[src/rtl/shift_cipher_lane_pipe.sv]
// Two-stage Caesar shift pipeline over LANES byte lanes with valid/ready backpressure.
// Optional SHIFT_CIPHER_ROLLING_KEY_EN adds a per-lane, per-beat progressive key offset.
module shift_cipher_lane_pipe #(
    parameter int LANES   = 4,
    parameter int SHIFT_W = 5,
    parameter int CNT_W   = 16
) (
    input  logic                 clk,
    input  logic                 rst,
    input  logic                 in_valid,
    output logic                 in_ready,
    input  logic [8*LANES-1:0]   in_data,
    input  logic [LANES-1:0]     in_lane_en,
    input  logic [SHIFT_W-1:0]   shift_amt,
    input  logic                 mode,
    output logic                 out_valid,
    input  logic                 out_ready,
    output logic [8*LANES-1:0]   out_data,
    output logic [CNT_W-1:0]     beat_cnt
);

    localparam logic [1:0] CLS_OTHER = 2'd0;
    localparam logic [1:0] CLS_UPPER = 2'd1;
    localparam logic [1:0] CLS_LOWER = 2'd2;

    logic               r_s1_valid;
    logic               r_s2_valid;
    logic [7:0]         r_s1_byte [LANES];
    logic [1:0]         r_s1_cls  [LANES];
    logic [4:0]         r_s1_idx  [LANES];
    logic [4:0]         r_s1_key  [LANES];
    logic               r_s1_mode;
    logic [LANES-1:0]   r_s1_en;
    logic [8*LANES-1:0] r_out_data;
    logic [CNT_W-1:0]   r_beat_cnt;

    logic [7:0]         w_byte [LANES];
    logic [1:0]         w_cls  [LANES];
    logic [4:0]         w_idx  [LANES];
    logic [4:0]         w_key  [LANES];
    logic [4:0]         w_keff;
    logic [8*LANES-1:0] w_out_word;
    logic               w_s2_load_ok;
    logic               w_s1_adv;
    logic               w_in_fire;

    // Nine subtractions cover the largest 8-bit key (255 = 9*26 + 21).
    function automatic logic [4:0] mod26(input logic [SHIFT_W-1:0] v);
        logic [8:0] t;
        t = '0;
        t[SHIFT_W-1:0] = v;
        for (int k = 0; k < 10; k++) begin
            if (t >= 9'd26) t = t - 9'd26;
        end
        return 5'(t);
    endfunction

    function automatic logic [7:0] xform(input logic [7:0] b, input logic [1:0] cls,
                                         input logic [4:0] idx, input logic [4:0] key,
                                         input logic dec, input logic en);
        logic [5:0] r;
        logic [7:0] base;
        if (!en || cls == CLS_OTHER) return b;
        base = (cls == CLS_UPPER) ? 8'd65 : 8'd97;
        if (!dec) begin
            r = {1'b0, idx} + {1'b0, key};
            if (r >= 6'd26) r = r - 6'd26;
        end else begin
            r = {1'b0, idx} - {1'b0, key};
            if (idx < key) r = r + 6'd26;
        end
        return base + 8'(r);
    endfunction

`ifdef SHIFT_CIPHER_ROLLING_KEY_EN
    localparam logic [4:0] KOFF_STEP = 5'(LANES % 26);
    logic [4:0] r_koff;

    function automatic logic [4:0] lane_key(input logic [4:0] k, input logic [4:0] o, input int lane);
        logic [6:0] s;
        s = 7'(k) + 7'(o) + 7'(lane);
        if (s >= 7'd26) s = s - 7'd26;
        if (s >= 7'd26) s = s - 7'd26;
        return 5'(s);
    endfunction

    always_ff @(posedge clk or posedge rst) begin
        if (rst) begin
            r_koff <= '0;
        end else if (w_in_fire) begin
            r_koff <= lane_key(r_koff, KOFF_STEP, 0);
        end
    end
`endif

    assign w_s2_load_ok = !r_s2_valid || out_ready;
    assign w_s1_adv     = r_s1_valid && w_s2_load_ok;
    assign in_ready     = !r_s1_valid || w_s1_adv;
    assign w_in_fire    = in_valid && in_ready;
    assign out_valid    = r_s2_valid;
    assign out_data     = r_out_data;
    assign beat_cnt     = r_beat_cnt;

    always_comb begin
        w_keff = mod26(shift_amt);
        for (int i = 0; i < LANES; i++) begin
            w_byte[i] = in_data[8*i +: 8];
            w_cls[i]  = CLS_OTHER;
            w_idx[i]  = '0;
            if (w_byte[i] >= 8'd65 && w_byte[i] <= 8'd90) begin
                w_cls[i] = CLS_UPPER;
                w_idx[i] = 5'(w_byte[i] - 8'd65);
            end else if (w_byte[i] >= 8'd97 && w_byte[i] <= 8'd122) begin
                w_cls[i] = CLS_LOWER;
                w_idx[i] = 5'(w_byte[i] - 8'd97);
            end
`ifdef SHIFT_CIPHER_ROLLING_KEY_EN
            w_key[i] = lane_key(w_keff, r_koff, i);
`else
            w_key[i] = w_keff;
`endif
        end
    end

    always_comb begin
        w_out_word = '0;
        for (int i = 0; i < LANES; i++) begin
            w_out_word[8*i +: 8] = xform(r_s1_byte[i], r_s1_cls[i], r_s1_idx[i],
                                         r_s1_key[i], r_s1_mode, r_s1_en[i]);
        end
    end

    always_ff @(posedge clk or posedge rst) begin
        if (rst) begin
            r_s1_valid <= 1'b0;
            r_s2_valid <= 1'b0;
            r_s1_mode  <= 1'b0;
            r_s1_en    <= '0;
            r_out_data <= '0;
            r_beat_cnt <= '0;
            for (int i = 0; i < LANES; i++) begin
                r_s1_byte[i] <= '0;
                r_s1_cls[i]  <= CLS_OTHER;
                r_s1_idx[i]  <= '0;
                r_s1_key[i]  <= '0;
            end
        end else begin
            if (w_in_fire) begin
                r_s1_valid <= 1'b1;
                r_s1_mode  <= mode;
                r_s1_en    <= in_lane_en;
                r_beat_cnt <= r_beat_cnt + CNT_W'(1);
                for (int i = 0; i < LANES; i++) begin
                    r_s1_byte[i] <= w_byte[i];
                    r_s1_cls[i]  <= w_cls[i];
                    r_s1_idx[i]  <= w_idx[i];
                    r_s1_key[i]  <= w_key[i];
                end
            end else if (w_s1_adv) begin
                r_s1_valid <= 1'b0;
            end
            // out_data only moves when s2 may load, which holds it during a stall.
            if (w_s2_load_ok) begin
                r_s2_valid <= r_s1_valid;
                if (r_s1_valid) r_out_data <= w_out_word;
            end
        end
    end

endmodule

[config.mk]
export PLATFORM = sky130hd
export DESIGN_NAME = shift_cipher_lane_pipe
export DESIGN_NICKNAME = d
export VERILOG_FILES = /design/src/rtl/shift_cipher_lane_pipe.sv
export SDC_FILE = /design/constraint.sdc
export NUM_CORES = 1
export LEC_CHECK = 0
export BUFFER_PORTS_ARGS = -buffer_cell sky130_fd_sc_hd__buf_2
export CAP_MARGIN = 20
export CORE_MARGIN = 1
export CORE_UTILIZATION = 50
export CTS_CLUSTER_SIZE = 25
export DETAILED_ROUTE_END_ITERATION = 12
export PLACE_DENSITY = 0.69
export SLEW_MARGIN = 30
export SYNTH_ARGS = -nofsm -noshare
export SYNTH_HDL_FRONTEND = slang
export SYNTH_SLANG_ARGS = --single-unit
export TNS_END_PERCENT = 100
[constraint.sdc]
create_clock -name clk -period 12 [get_ports clk]
set_input_delay 2.4 -clock clk [delete_from_list [all_inputs] [get_ports clk]]
set_output_delay 2.4 -clock clk [all_outputs]
set_load 0.02 [all_outputs]
After elaboration in Yosys (flattened, before gate mapping)
Cells that the tools add are included.
{ "word_totals": {"wordCells": 184, "latchBits": 0, "mem_bits_rw": 0, "reg_bits": 120, "mem_count": 0, "out_inout_bits": 50, "inputBits": 46, "rom_bits": 0} }
{ "classes": {"n_mux": 60, "n_mul": 0, "shifts": 0, "order_cmp": 34, "n_addsub": 39, "n_bitwise": 0, "eq_ne": 4, "reduce_logical": 28, "div": 0} }
{ "ops": {"columns": ["operator", "count"], "rows": [
  ["6-bit 2-to-1 mux", 20],
  ["9-bit by 5-bit greater-or-equal comparator with 1-bit output, second input constant", 9],
  ["9-bit 2-to-1 mux", 9],
  ["9-bit by 5-bit subtractor with 9-bit output, second input constant", 8],
  ["8-bit by 7-bit greater-or-equal comparator with 1-bit output, second input constant", 8],
  ["8-bit by 7-bit less-or-equal comparator with 1-bit output, second input constant", 8],
  ["8-bit 2-to-1 mux", 8],
  ["5-bit 2-to-1 mux", 9],
  ["5-bit by 1-bit subtractor with 5-bit output, second input constant", 8],
  ["7-bit by 6-bit adder with 8-bit output", 4],
  ["5-bit by 5-bit adder with 6-bit output", 4],
  ["6-bit by 5-bit adder with 6-bit output, second input constant", 4],
  ["6-bit by 5-bit greater-or-equal comparator with 1-bit output, second input constant", 4],
  ["5-bit by 5-bit subtractor with 6-bit output", 4],
  ["6-bit by 5-bit subtractor with 6-bit output, second input constant", 4],
  ["5-bit less-than comparator", 4],
  ["16-bit by 1-bit adder with 16-bit output, second input constant", 1],
  ["2-bit 2-to-1 mux", 8],
  ["1-bit logical AND", 10],
  ["2-bit by 1-bit equality test with 1-bit output, second input constant", 4],
  ["2-bit zero test", 4],
  ["1-bit zero test", 6],
  ["1-bit logical OR", 6],
  ["1-bit 2-to-1 mux", 6],
  ["5 further kinds", 5]
]} }

Depth between registers and ports, before layout
Gate-level depths: netlist (run 1).
{ "depth": {"depth_word": 20, "ltp_mapped": 17, "mapped_depth_nobuf": 17} }

Worst setup path before layout (run 1)
No wires, ideal clock.
{ "synth_timing": {"path_kind": "input-to-reg", "startpoint": "input shift_amt[1]", "endpoint": "register r_s1_key[3] (netlist bit)", "path_slack_ps": 6833, "path_buffers": 1, "required_ps": 11917, "arrival_ps": 5084, "setup_time_ps": 83, "stages": 17, "path_cell_list": "clkbuf_1 inv_1 ha_1 nor2_1 a22oi_1 ha_1 nand2b_1 a311oi_1 a21oi_1 mux2_2 nor2_1 xor2_1 ha_1 xor2_1 a221oi_1 a31oi_1 o21ai_0"} }
{ "synth_via": {"elab_chain_cells": 20, "word_cells_on_any_way": 30, "classes_between": "10 x add/sub; 10 x order compare; 10 x mux"} }
{ "synth_lines": {"columns": ["item", "line_no", "source"], "rows": [
  ["from (decl)", "14", "input logic [SHIFT_W-1:0] shift_amt,"],
  ["5-bit by 5-bit subtractor with 6-bit output / 5-bit greater-or-equal comparator (equally long branches)", "53", "if (t >= 9'd26) t = t - 9'd26;"],
  ["9-bit 2-to-1 mux *", "53", null],
  ["9-bit by 5-bit subtractor with 9-bit output / 9-bit by 5-bit greater-or-equal comparator with 1-bit output (equally long branches)", "53", null],
  ["9-bit 2-to-1 mux *", "53", null],
  ["9-bit by 5-bit subtractor with 9-bit output / 9-bit by 5-bit greater-or-equal comparator with 1-bit output (equally long branches)", "53", null],
  ["9-bit 2-to-1 mux *", "53", null],
  ["9-bit by 5-bit subtractor with 9-bit output / 9-bit by 5-bit greater-or-equal comparator with 1-bit output (equally long branches)", "53", null],
  ["9-bit 2-to-1 mux *", "53", null],
  ["[... 4 more ...]", null, null],
  ["9-bit by 5-bit subtractor with 9-bit output / 9-bit by 5-bit greater-or-equal comparator with 1-bit output (equally long branches)", "53", null],
  ["9-bit 2-to-1 mux *", "53", null],
  ["9-bit by 5-bit subtractor with 9-bit output / 9-bit by 5-bit greater-or-equal comparator with 1-bit output (equally long branches)", "53", null],
  ["9-bit 2-to-1 mux *", "53", null],
  ["9-bit by 5-bit subtractor with 9-bit output / 9-bit by 5-bit greater-or-equal comparator with 1-bit output (equally long branches)", "53", null],
  ["9-bit 2-to-1 mux *", "53", null],
  ["9-bit by 5-bit greater-or-equal comparator with 1-bit output / 5-bit subtractor (equally long branches)", "53", null],
  ["5-bit 2-to-1 mux *", "53", null],
  ["to (signal, indexed assignment)", "157", "r_s1_key[i] <= w_key[i];"],
  ["to (decl)", "31", "logic [4:0] r_s1_key [LANES];"]
]} }
Mark *: on every way between the ends. The rest lies on a longest branch, timed or not.
A chain may end at the register's enable or synchronous reset.

Worst setup path in the final report (run 1)
{ "layout_timing": {"startpoint": "input out_ready", "endpoint": "output in_ready"} }
{ "layout_via": {"elab_chain_cells": 3} }
{ "layout_lines": {"columns": ["item", "line_no", "source"], "rows": [
  ["from (decl)", "17", "input logic out_ready,"],
  ["1-bit logical OR", "96", "assign w_s2_load_ok = !r_s2_valid || out_ready;"],
  ["1-bit logical AND", "97", "assign w_s1_adv = r_s1_valid && w_s2_load_ok;"],
  ["1-bit logical OR", "98", "assign in_ready = !r_s1_valid || w_s1_adv;"],
  ["to (decl)", "11", "output logic in_ready,"]
]} }
No other way between the ends.

==> results of run 1 <==
-- through the flow --
stage / hold WS (ns) / setup WS, ns / utilization (%) / std cells
CTS: 0.471 / 6.69 / 58.1 / 1427
finish: 0.469 / 6.69 / 58.1 / 1428
floorplan: 0.440 / 6.41 / - / 1112
detailed placement: 0.458 / 6.52 / 54.7 / 1396
global placement: 0.454 / 6.58 / 54.7 / 1396
global route: 0.493 / 6.52 / 58.1 / 1427
-- state kept, by name, summed over array words and instances (netlist names) --
| register | cells |
|---|---|
| beat_cnt | 16 |
| out_data | 32 |
| out_valid | 1 |
| r_s1_byte | 32 |
| r_s1_cls | 8 |
| r_s1_en | 4 |
| r_s1_idx | 20 |
| r_s1_key | 5 |
| r_s1_mode | 1 |
| r_s1_valid | 1 |
-- how the worst max path moves through the flow --
stage,startpoint,end,slack (ns),cells past startpoint
after floorplan,rst,beat_cnt[0],6.41,1
after global placement,shift_amt[2],r_s1_key[3],6.58,16
after detailed placement,shift_amt[2],r_s1_key[3],6.52,18
after CTS,out_ready,in_ready,6.69,3
after global routing,shift_amt[2],r_s1_key[3],6.52,18
final,out_ready,in_ready,6.69,3
-- per-layer routing --
metal  routed length, um  vias up
met5                   0        -
met4                 480        0
met3                1190       39
met2               11400      216
met1               11000     3979
li1                    -     4070
-- where the power goes --
part           leakage (nW)  internal (mW)  switching [mW]
registers              1.51          0.469          0.0592
logic                  3.15          0.318           0.486
clock network         0.288          0.336           0.186
-- worst register-to-register path, stage by stage (launching register included) --
cell,delay (ns)
dfrtp_1,0.77
inv_1,0.44
ha_1,0.45
nor3b_1,0.08
or4_1,0.52
and2_1,0.21
o31ai_1,0.41
xnor2_1,0.18
nand2_1,0.07
nand2_1,0.11
ha_1,0.17
nor3b_1,0.32
a311oi_1,0.21
a221o_1,0.29
-- logic make-up (layout without fill, tap and decap cells) --
logic type               after synthesis  after routing
buffers and inverters                 98            184
other                                  0              1
AO/OA/AOI/OAI                        276            276
adder cells (fa/ha/maj)               82             82
multiplexers                          14             14
XOR/XNOR                              79             79
flip-flops                           120            120
AND/OR/NAND/NOR                      443            443
-- Yosys cell counts (4+ instances only) --
cell type,count
o31a_1,5
o31ai_1,9
clkbuf_1,34
a21oi_1,43
nand2b_1,22
nand4_1,9
o21ai_1,7
xor2_1,23
nor3_1,30
mux2i_1,11
nor2_1,79
o2111ai_1,4
o211ai_1,8
nand2_1,210
dfrtp_1,120
o21ai_0,73
fa_1,8
o22ai_1,8
and2_1,5
o21a_1,13
xnor2_1,54
nor2b_1,21
a221o_1,4
a22oi_1,17
ha_1,74
or3_1,4
a31oi_1,11
o21bai_1,10
buf_2,5
and3_1,6
buf_1,5
or4_1,10
a2bb2oi_1,7
nand3_1,18
o311ai_1,4
inv_1,50
a211oi_1,12
o41ai_1,4
nor3b_1,8
a21o_1,4
-- area by class of cell --
class                   count  area (sq um)
diodes                      1          2.50
repair buffers            101           520
clock inverters            11           149
multi-input cells         894          5890
well taps                 229           287
inverters                  52           198
clock buffers              20           457
flip-flops and latches    120          3000
fillers                  1637          7580
==> impl_metrics.py, run 1 <==
metrics = {
    "setup_path": {
        "worst_setup_path_end_kind": "output port",
        "reg2reg_to": "out_data[6]",
        "reg2reg_slack_ns": 7.66,
        "worst_r2r_path_depth": 13,
        "crit_required_ns": 9.60,
        "start_kind": "primary input",
        "path_delay_family": "buffers and inverters",
        "rr_startpoint": "r_s1_key[1]",
        "worst_path_most_repeated_cell": "buf_2",
        "critPathKind": "primary input to output port",
        "crit_buf_inv": 2,
        "cp_cell_sequence": "buf_2 > nand3b_1 > buf_2",
        "slowest_stage": "nand3b_1",
        "critPathArrivalTime_ns": 2.91,
        "critPathMaxFanout": 4,
        "crit_path_max_incr_delay_ns": 0.21,
    },
    "run_status": {
        "violations": "DRC",
        "outcome": "finished, violations left",
    },
    "layout": {
        "drive_gt1_share_pct": 12.9,
        "area_growth_pct": 13.3,
        "fin_nets": 1314,
        "layout_common_cells": "209 x nand2_1, 120 x dfrtp_1, 95 x buf_2, 79 x nor2_1, 74 x ha_1",
        "fin_area_sq_um": 10500,
        "layout_commonest_cell": "nand2_1",
    },
    "power_and_ir_drop": {
        "vdd_ir_drop_max_v": 0.000130,
        "power_mw": 1.85,
        "power.leakage_nw": 4.94,
        "p_per_area_nw_per_um2": 176,
    },
    "synth": {
        "synth-xor-area-share_pct": 7.76,
        "ys.flop_type": "dfrtp_1",
        "synth_top_area_share_pct": 32.4,
        "netlist_top_cells_area": "dfrtp_1 32%, ha_1 10%, nand2_1 8.5%",
        "ys_types": 80,
        "synth_compound_area_share_pct": 20.1,
        "syn_area_sq_um": 9270,
        "ys_seq_elements": 120,
        "muxShareOfSynthArea_pct": 1.55,
        "synth-edff-count": 0,
        "synth_simple_gate_area_share_pct": 22.3,
        "synthAdderAreaFrac_pct": 11.7,
        "ys_async_sr_fraction_pct": 100,
        "yosysWarnings": 0,
        "avgSynthCellArea_sq_um": 8.34,
        "synth_top_family_by_area": "simple AND/OR/NAND/NOR gates",
        "ys_seq_area_share_pct": 32.4,
        "synth_nets": 1240,
        "syn_inst": 1112,
        "synth.largest_area_cell": "dfrtp_1",
    },
    "timing": {
        "final-hold-violation-count": 0,
        "layout_worst_path_cycle_share_pct": 44.2,
        "clock_skew_ns": 0.00490,
        "period_needed_ns": 5.31,
        "max-slew-margin-rel_pct": 42.6,
        "worst_pin_slew_ns": 0.860,
        "setup_violations": 0,
        "finalSetupTns_ns": 0,
        "finalMaxSlewViolations": 0,
        "fmax_ghz": 0.188,
        "rsz0062_at_grt": "false",
    },
    "floorplan": {
        "initial_core_util_pct": 51.3,
        "fp-row-count": 49,
        "die_x_um": 138,
        "die_area_sq_um": 19100,
        "die_h_um": 138,
        "design.core.area_sq_um": 18100,
        "ios": 96,
    },
    "global_routing": {
        "grt_pass1_wl_mm": 40.0,
        "antenna_found_initial": 1,
        "grt_overflow_total": 0,
        "met3_usage_pct": 4.71,
        "grt_max_degree": 76,
        "grt_pass1_vias": 7873,
        "grt_util_met2_pct": 42.6,
        "met1_usage_pct": 34.9,
        "grt.busiest_layer": "met2",
        "grtUsageTotal_pct": 26.0,
    },
    "worst_hold_path": {
        "hp-class": "flip-flop to flip-flop",
        "holdPathEnd": "r_s1_byte[21]",
        "min-delay-start": "r_s1_byte[21]",
        "whs_path_depth": 2,
    },
    "clocking": {
        "cts_tree": "done",
        "clk_pin_slew_worst_paths_ns": 0.05,
        "clkSinkCount": 120,
        "cts-buffers-inserted": 17,
        "cts_hold_buffers": 0,
        "clkLatencyLatePin_ns": 0.42,
        "cts_buffer_depth": 2,
        "cts_setup_buffers": 0,
        "root_buffer": "clkbuf_16",
        "cts_max_level": 4,
        "postCtsResizedCells": 0,
    },
    "drt": {
        "wirelength_mm": 24.1,
        "drc": 4,
        "routed-via-count": 8304,
        "wl_per_cell_um": 16.9,
        "drtPass1Iterations": 9,
        "drt_iter0_markers": 342,
        "vias_per_cell": 5.82,
        "drtAntennaViolNets": 0,
    },
    "placed_design": {
        "gp_congestion": 0.882,
        "hpwl_mm": 17.6,
        "portBuffers": 95,
        "placed_area_sq_um": 9900,
    },
    "job": {
        "maxCapViolations": 0,
    },
}
Power figures use the tool's default switching activity.
==> run 2, diff against run 1 <==
==> constraint.sdc (replaced) <==
create_clock -name clk -period 5.2 [get_ports clk]
set_input_delay 1.04 -clock clk [delete_from_list [all_inputs] [get_ports clk]]
set_output_delay 1.04 -clock clk [all_outputs]
set_load 0.02 [all_outputs]
==> impl_metrics.py, run 2 (synthesis gave the netlist of run 1 again) <==
metrics = {
    "timing": {
        "layout_worst_path_cycle_share_pct": 76.1,
        "setup_violations": 0,
        "final-hold-violation-count": 0,
        "rsz0062_at_grt": "false",
        "finalSetupTns_ns": 0,
        "worst_pin_slew_ns": 0.833,
        "max-slew-margin-rel_pct": 44.2,
        "period_needed_ns": 3.96,
        "clock_skew_ns": 0.0138,
        "finalMaxSlewViolations": 0,
        "fmax_ghz": 0.253,
    },
    "setup_path": {
        "cp_cell_sequence": "inv_1 > ha_1 > nor3b_1 > or4_1 > and2_1 > o31ai_1 > xnor2_1 > nand2_1 > nand2_1 > ha_1 > nor3b_1 > a311oi_1 > a221o_1",
        "critPathArrivalTime_ns": 4.27,
        "worst_setup_path_end_kind": "flip-flop",
        "crit_required_ns": 5.51,
        "crit_buf_inv": 1,
        "cp_num_cells": 13,
        "endpoint": "out_data[14]",
        "reg2reg_slack_ns": 1.24,
        "worst_r2r_path_depth": 13,
        "path_delay_family": "simple AND/OR/NAND/NOR gates",
        "reg2reg_to": "out_data[14]",
        "slowest_stage": "dfrtp_1",
        "critPathKind": "flip-flop to flip-flop",
        "critPathMaxFanout": 10,
        "rr_startpoint": "r_s1_key[1]",
        "crit_path_max_incr_delay_ns": 0.65,
        "critPathLaunch": "r_s1_key[1]",
        "start_kind": "flip-flop",
    },
    "drt": {
        "routed-via-count": 8264,
        "drtAntennaViolNets": 0,
        "wl_per_cell_um": 16.7,
        "drtPass1Iterations": 9,
        "drt_iter0_markers": 491,
        "drc": 2,
        "wirelength_mm": 23.8,
        "vias_per_cell": 5.78,
    },
    "layout": {
        "drive_gt1_share_pct": 13.2,
        "layout_commonest_cell": "nand2_1",
        "fin_util_pct": 58.1,
        "antenna_cells": 0,
        "fin_nets": 1315,
        "area_growth_pct": 13.3,
        "layout_common_cells": "209 x nand2_1, 120 x dfrtp_1, 95 x buf_2, 79 x nor2_1, 74 x ha_1",
        "n_fill_cell": 1598,
    },
    "floorplan": {
        "initial_core_util_pct": 51.3,
        "fp-row-count": 49,
        "ios": 96,
        "die_area_sq_um": 19100,
        "die_h_um": 138,
        "design.core.area_sq_um": 18100,
        "die_x_um": 138,
    },
    "clocking": {
        "cts-buffers-inserted": 17,
        "root_buffer": "clkbuf_16",
        "clk_pin_slew_worst_paths_ns": 0.06,
        "postCtsResizedCells": 0,
        "cts_buffer_depth": 2,
        "clkSinkCount": 120,
        "clkLatencyLatePin_ns": 0.43,
        "cts_hold_buffers": 0,
        "cts_tree": "done",
        "cts_setup_buffers": 0,
        "cts_max_level": 4,
    },
    "power_and_ir_drop": {
        "p_per_area_nw_per_um2": 406,
        "p_sw_mw": 1.72,
        "power_mw": 4.27,
        "sw_frac_of_total_pct": 40.3,
        "p_clk_share_pct": 28.3,
        "power.leakage_nw": 4.94,
        "vdd_ir_drop_max_v": 0.000253,
        "combPwrFrac_pct": 43.2,
        "power_frac_seq_pct": 28.6,
        "intPower_mw": 2.55,
    },
    "global_routing": {
        "grt_pass1_wl_mm": 39.7,
        "grt_pass1_vias": 7810,
        "grtUsageTotal_pct": 26.0,
        "grt_overflow_total": 0,
        "antenna_found_initial": 0,
        "grt_max_degree": 60,
    },
    "run_status": {
        "outcome": "finished, violations left",
        "violations": "DRC",
    },
    "worst_hold_path": {
        "whs_path_depth": 2,
        "hp-class": "flip-flop to flip-flop",
    },
    "placed_design": {
        "gp_congestion": 0.904,
        "hpwl_mm": 17.9,
        "portBuffers": 95,
    },
    "job": {
        "maxCapViolations": 0,
    },
}
[run 2: cell types whose count changed in the layout (fill, tap and decap cells not counted), sizes merged]
cell      change
inv           +6
diode         -1
clkinvlp      +1
clkbuf        -2
clkinv        -3
bufinv        -1
buf           +1
[run 2: cell type report]
cell class	instances	area (sq um)	share of cell area, %
Timing Repair Buffer	102	528	5.02
Tap cell	229	287	2.73
Clock buffer	18	439	4.18
Sequential cell	120	3000	28.6
Clock inverter	14	163	1.55
Multi-Input combinational cell	894	5890	56.1
Inverter	52	198	1.88
[run 2: per-layer routing]
| metal | GRT usage (%) | wire length [um] | up-vias |
|---|---|---|---|
| li1 | - | - | 4069 |
| met1 | 35.9 | 11300 | 3941 |
| met2 | 41.6 | 11100 | 210 |
| met3 | 3.26 | 883 | 44 |
| met4 | 10.3 | 565 | 0 |
| met5 | 0 | 0 | - |
[run 2: power groups by stage]
stage          Combinational (mW)  Clock (mW)  Sequential (mW)
2_1_floorplan                1.30           0             1.30
3_3_place_gp                 1.80           0             1.23
6_report                     1.84        1.21             1.22
4_1_cts                      1.84        1.22             1.22
5_1_grt                      2.06        1.26             1.24
3_5_place_dp                 1.83           0             1.23
[run 2: how the worst min path moves through the flow]
| stage | start | end | slack, ns |
|---|---|---|---|
| after floorplan | r_s1_byte[21] | r_s1_byte[21] | 0.44 |
| after global placement | r_s1_byte[29] | r_s1_byte[29] | 0.45 |
| after detailed placement | r_s1_byte[29] | r_s1_byte[29] | 0.46 |
| after CTS | r_s1_byte[29] | r_s1_byte[29] | 0.47 |
| after global routing | r_s1_byte[10] | r_s1_byte[10] | 0.48 |
| final | r_s1_byte[29] | r_s1_byte[29] | 0.47 |
[run 2: worst register-to-register path: cells and delay by family, from the launching register on]
| kind | cells | cell delay, ns |
|---|---|---|
| AO/OA/AOI/OAI | 3 | 0.80 |
| XOR/XNOR | 1 | 0.18 |
| adder cells (fa/ha/maj) | 2 | 0.57 |
| buffers and inverters | 1 | 0.34 |
| flip-flops | 1 | 0.65 |
| AND/OR/NAND/NOR | 6 | 1.32 |
[run 2: per-stage QoR]
| step | setup slack (ns) | hold slack (ns) | area [sq um] | cells |
|---|---|---|---|---|
| 2_1_floorplan | 0.974 | 0.440 | 9270 | 1112 |
| 3_3_place_gp | 1.15 | 0.451 | 9900 | 1397 |
| 3_5_place_dp | 1.10 | 0.459 | 9910 | 1397 |
| 4_1_cts | 1.24 | 0.474 | 10500 | 1429 |
| 5_1_grt | 0.875 | 0.483 | 10500 | 1429 |
| 6_report | 1.24 | 0.473 | 10500 | 1429 |
==> run 3, diff against run 2 <==
--- a/config.mk
+++ b/config.mk
@@ -5,6 +5,7 @@
 export SDC_FILE = /design/constraint.sdc
 export NUM_CORES = 1
 export LEC_CHECK = 0
+export ABC_AREA = 1
 export BUFFER_PORTS_ARGS = -buffer_cell sky130_fd_sc_hd__buf_2
 export CAP_MARGIN = 20
 export CORE_MARGIN = 1
==> constraint.sdc (replaced) <==
create_clock -name clk -period 3.7 [get_ports clk]
set_input_delay 0.74 -clock clk [delete_from_list [all_inputs] [get_ports clk]]
set_output_delay 0.74 -clock clk [all_outputs]
set_load 0.02 [all_outputs]
==> impl_metrics.py, run 3 <==
metrics = {
    "placed_design": {
        "place_inst": 1600,
        "placed_area_sq_um": 10200,
        "portBuffers": 95,
        "hpwl_mm": 15.8,
        "gp_congestion": 0.860,
    },
    "clocking": {
        "clkSinkCount": 120,
        "clk_pin_slew_worst_paths_ns": 0.06,
        "clkLatencyLatePin_ns": 0.42,
        "cts_buffer_depth": 2,
        "cts_tree": "done",
        "cts-buffers-inserted": 17,
        "cts_max_level": 4,
        "root_buffer": "clkbuf_16",
    },
    "synth": {
        "netlist_top_cells_area": "dfrtp_1 33%, nand2_1 12%, ha_1 10%",
        "syn_area_sq_um": 9150,
        "ys_seq_area_share_pct": 32.8,
        "ys_types": 48,
        "synth-edff-count": 0,
        "ys.flop_type": "dfrtp_1",
        "syn_inst": 1266,
        "synth.largest_area_cell": "dfrtp_1",
        "ys_seq_elements": 120,
        "ys_async_sr_fraction_pct": 100,
        "ys_top_cells_by_count": "289 x nand2_1, 181 x inv_1, 129 x nor2_1",
        "synth_nets": 1394,
        "yosysMostFrequentCell": "nand2_1",
        "yosysWarnings": 0,
        "synth_top_area_share_pct": 32.8,
        "avgSynthCellArea_sq_um": 7.23,
    },
    "setup_path": {
        "crit_required_ns": 4.04,
        "cp_num_cells": 19,
        "worst_r2r_path_depth": 19,
        "start_kind": "flip-flop",
        "critPathKind": "flip-flop to flip-flop",
        "crit_buf_inv": 3,
        "worst_setup_path_end_kind": "flip-flop",
        "critPathMaxFanout": 9,
        "slowest_stage": "dfrtp_2",
        "cp_cell_sequence": "ha_1 > fa_1 > a21oi_1 > nor2_1 > nor2_1 > xor2_1 > nor2_1 > inv_1 > nand2_1 > o21ai_0 > inv_1 > a21boi_2 > inv_1 > ha_1 > nand2_1 > nor3_1 > o21ai_1 > o211ai_1 > o21ai_0",
        "critPathArrivalTime_ns": 3.82,
        "crit_path_max_incr_delay_ns": 0.52,
        "path_delay_family": "compound AO/OA/AOI/OAI gates",
    },
    "floorplan": {
        "design.core.area_sq_um": 18000,
        "die_area_sq_um": 18800,
        "die_x_um": 137,
        "die_h_um": 137,
        "initial_core_util_pct": 50.9,
        "fp-row-count": 49,
        "ios": 96,
    },
    "global_routing": {
        "grt_overflow_total": 0,
        "grt_max_degree": 121,
        "grtUsageTotal_pct": 23.8,
        "grt_pass1_vias": 7547,
        "antenna_found_initial": 0,
        "grt_pass1_wl_mm": 35.7,
    },
    "drt": {
        "drtPass1Iterations": 6,
        "drtAntennaViolNets": 0,
        "vias_per_cell": 5.20,
        "drc": 0,
        "routed-via-count": 8538,
        "wirelength_mm": 22.1,
        "drt_iter0_markers": 624,
        "wl_per_cell_um": 13.5,
    },
    "layout": {
        "layout_common_cells": "279 x nand2_1, 178 x inv_1, 126 x nor2_1, 119 x dfrtp_1, 113 x o21ai_0",
        "instances_no_fill": 1642,
        "area_growth_pct": 21.3,
        "fin_util_pct": 61.8,
        "antenna_cells": 0,
        "layout_commonest_cell": "nand2_1",
        "fin_nets": 1528,
        "fin_area_sq_um": 11100,
        "drive_gt1_share_pct": 18.5,
    },
    "timing": {
        "fmax_ghz": 0.288,
        "finalSetupTns_ns": 0,
        "finalMaxSlewViolations": 0,
        "max-slew-margin-rel_pct": 52.7,
        "worst_pin_slew_ns": 0.710,
        "layout_worst_path_cycle_share_pct": 94.0,
        "final-hold-violation-count": 0,
        "rsz0062_at_grt": "true",
        "setup_violations": 0,
        "period_needed_ns": 3.48,
        "clock_skew_ns": 0.0118,
    },
    "job": {
        "maxCapViolations": 0,
    },
    "run_status": {
        "outcome": "completed",
    },
    "power_and_ir_drop": {
        "power.leakage_nw": 5.69,
        "p_per_area_nw_per_um2": 656,
        "power_mw": 7.29,
        "vdd_ir_drop_max_v": 0.000519,
    },
    "worst_hold_path": {
        "hp-class": "primary input to asynchronous set/reset pin",
    },
}
[run 3: cell types whose count changed in the layout (fill, tap and decap cells not counted), sizes merged, moves of 17 or more]
cell,delta
nand2,+97
nand3,+38
xnor2,-37
buf,+45
nor2b,-21
inv,+137
nor2,+51
nor3,-17
o211ai,+18
nand2b,-22
o21ai,+44
[run 3: repair_timing]
item,CTS,global route
setup endpoints to repair,0,24
hold buffers,0,0
resized for setup,0,67
buffers inserted,0,10
[run 3: logic make-up after synthesis]
logic type	after synthesis	synth area share (%)
AOI/OAI and AO/OA	251	16.1
xor gates and xnor gates	51	4.88
adders and majority gates	82	11.9
buffers and inverters	225	9.35
DFF	120	32.8
and+or+nand+nor	537	25.0
[run 3: where the power goes]
part / switching (mW) / internal [mW] / leakage (nW) / total (mW)
combinational: 2.46 / 1.45 / 3.94 / 3.91
sequential: 0.213 / 1.58 / 1.49 / 1.80
clock: 0.674 / 0.908 / 0.263 / 1.58
total: 3.34 / 3.94 / 5.69 / 7.29
[run 3: layer usage]
layer	global-route usage, %	up-vias	routed length [um]
li1	-	4406	-
met2	39.5	183	10600
met3	4.01	33	741
met4	6.04	0	363
met1	32.2	3916	10400
met5	0	-	0
[run 3: worst register-to-register path, delay by kind of cell (launching register included)]
family | cells | cell delay, ns
compound gates | 6 | 1.00
xor+xnor | 1 | 0.26
fa+ha+maj | 3 | 0.90
buf+inv | 3 | 0.22
flops | 1 | 0.52
simple gates | 6 | 0.51
[run 3: worst paths after layout]
kind                            slack, ns           end         start
max in group asynchronous            2.64   r_s1_key[0]           rst
worst max register to register       0.22  out_data[12]   r_s1_key[0]
worst max-delay path                 0.22  out_data[12]   r_s1_key[0]
worst min-delay path                 0.45  out_data[12]           rst
min in group clk                     0.46  beat_cnt[15]  beat_cnt[15]
worst min register to register       0.46  beat_cnt[15]  beat_cnt[15]
[run 3: final cells by class]
| cell class | instances | area (sq um) |
|---|---|---|
| Fill cell | 1619 | 6860 |
| Multi-Input combinational cell | 921 | 5590 |
| Sequential cell | 120 | 3000 |
| Timing Repair Buffer | 147 | 920 |
| Inverter | 193 | 737 |
| Clock buffer | 19 | 453 |
| Tap cell | 229 | 287 |
| Clock inverter | 13 | 113 |
[run 3: metrics by stage]
step / worst slack [ns] / hold slack [ns]
after floorplan: 0.194 / 0.443
after global placement: -0.0447 / 0.455
after detailed placement: -0.191 / 0.462
after CTS: 0.0240 / 0.471
after global routing: -0.0830 / 0.499
final: 0.222 / 0.448
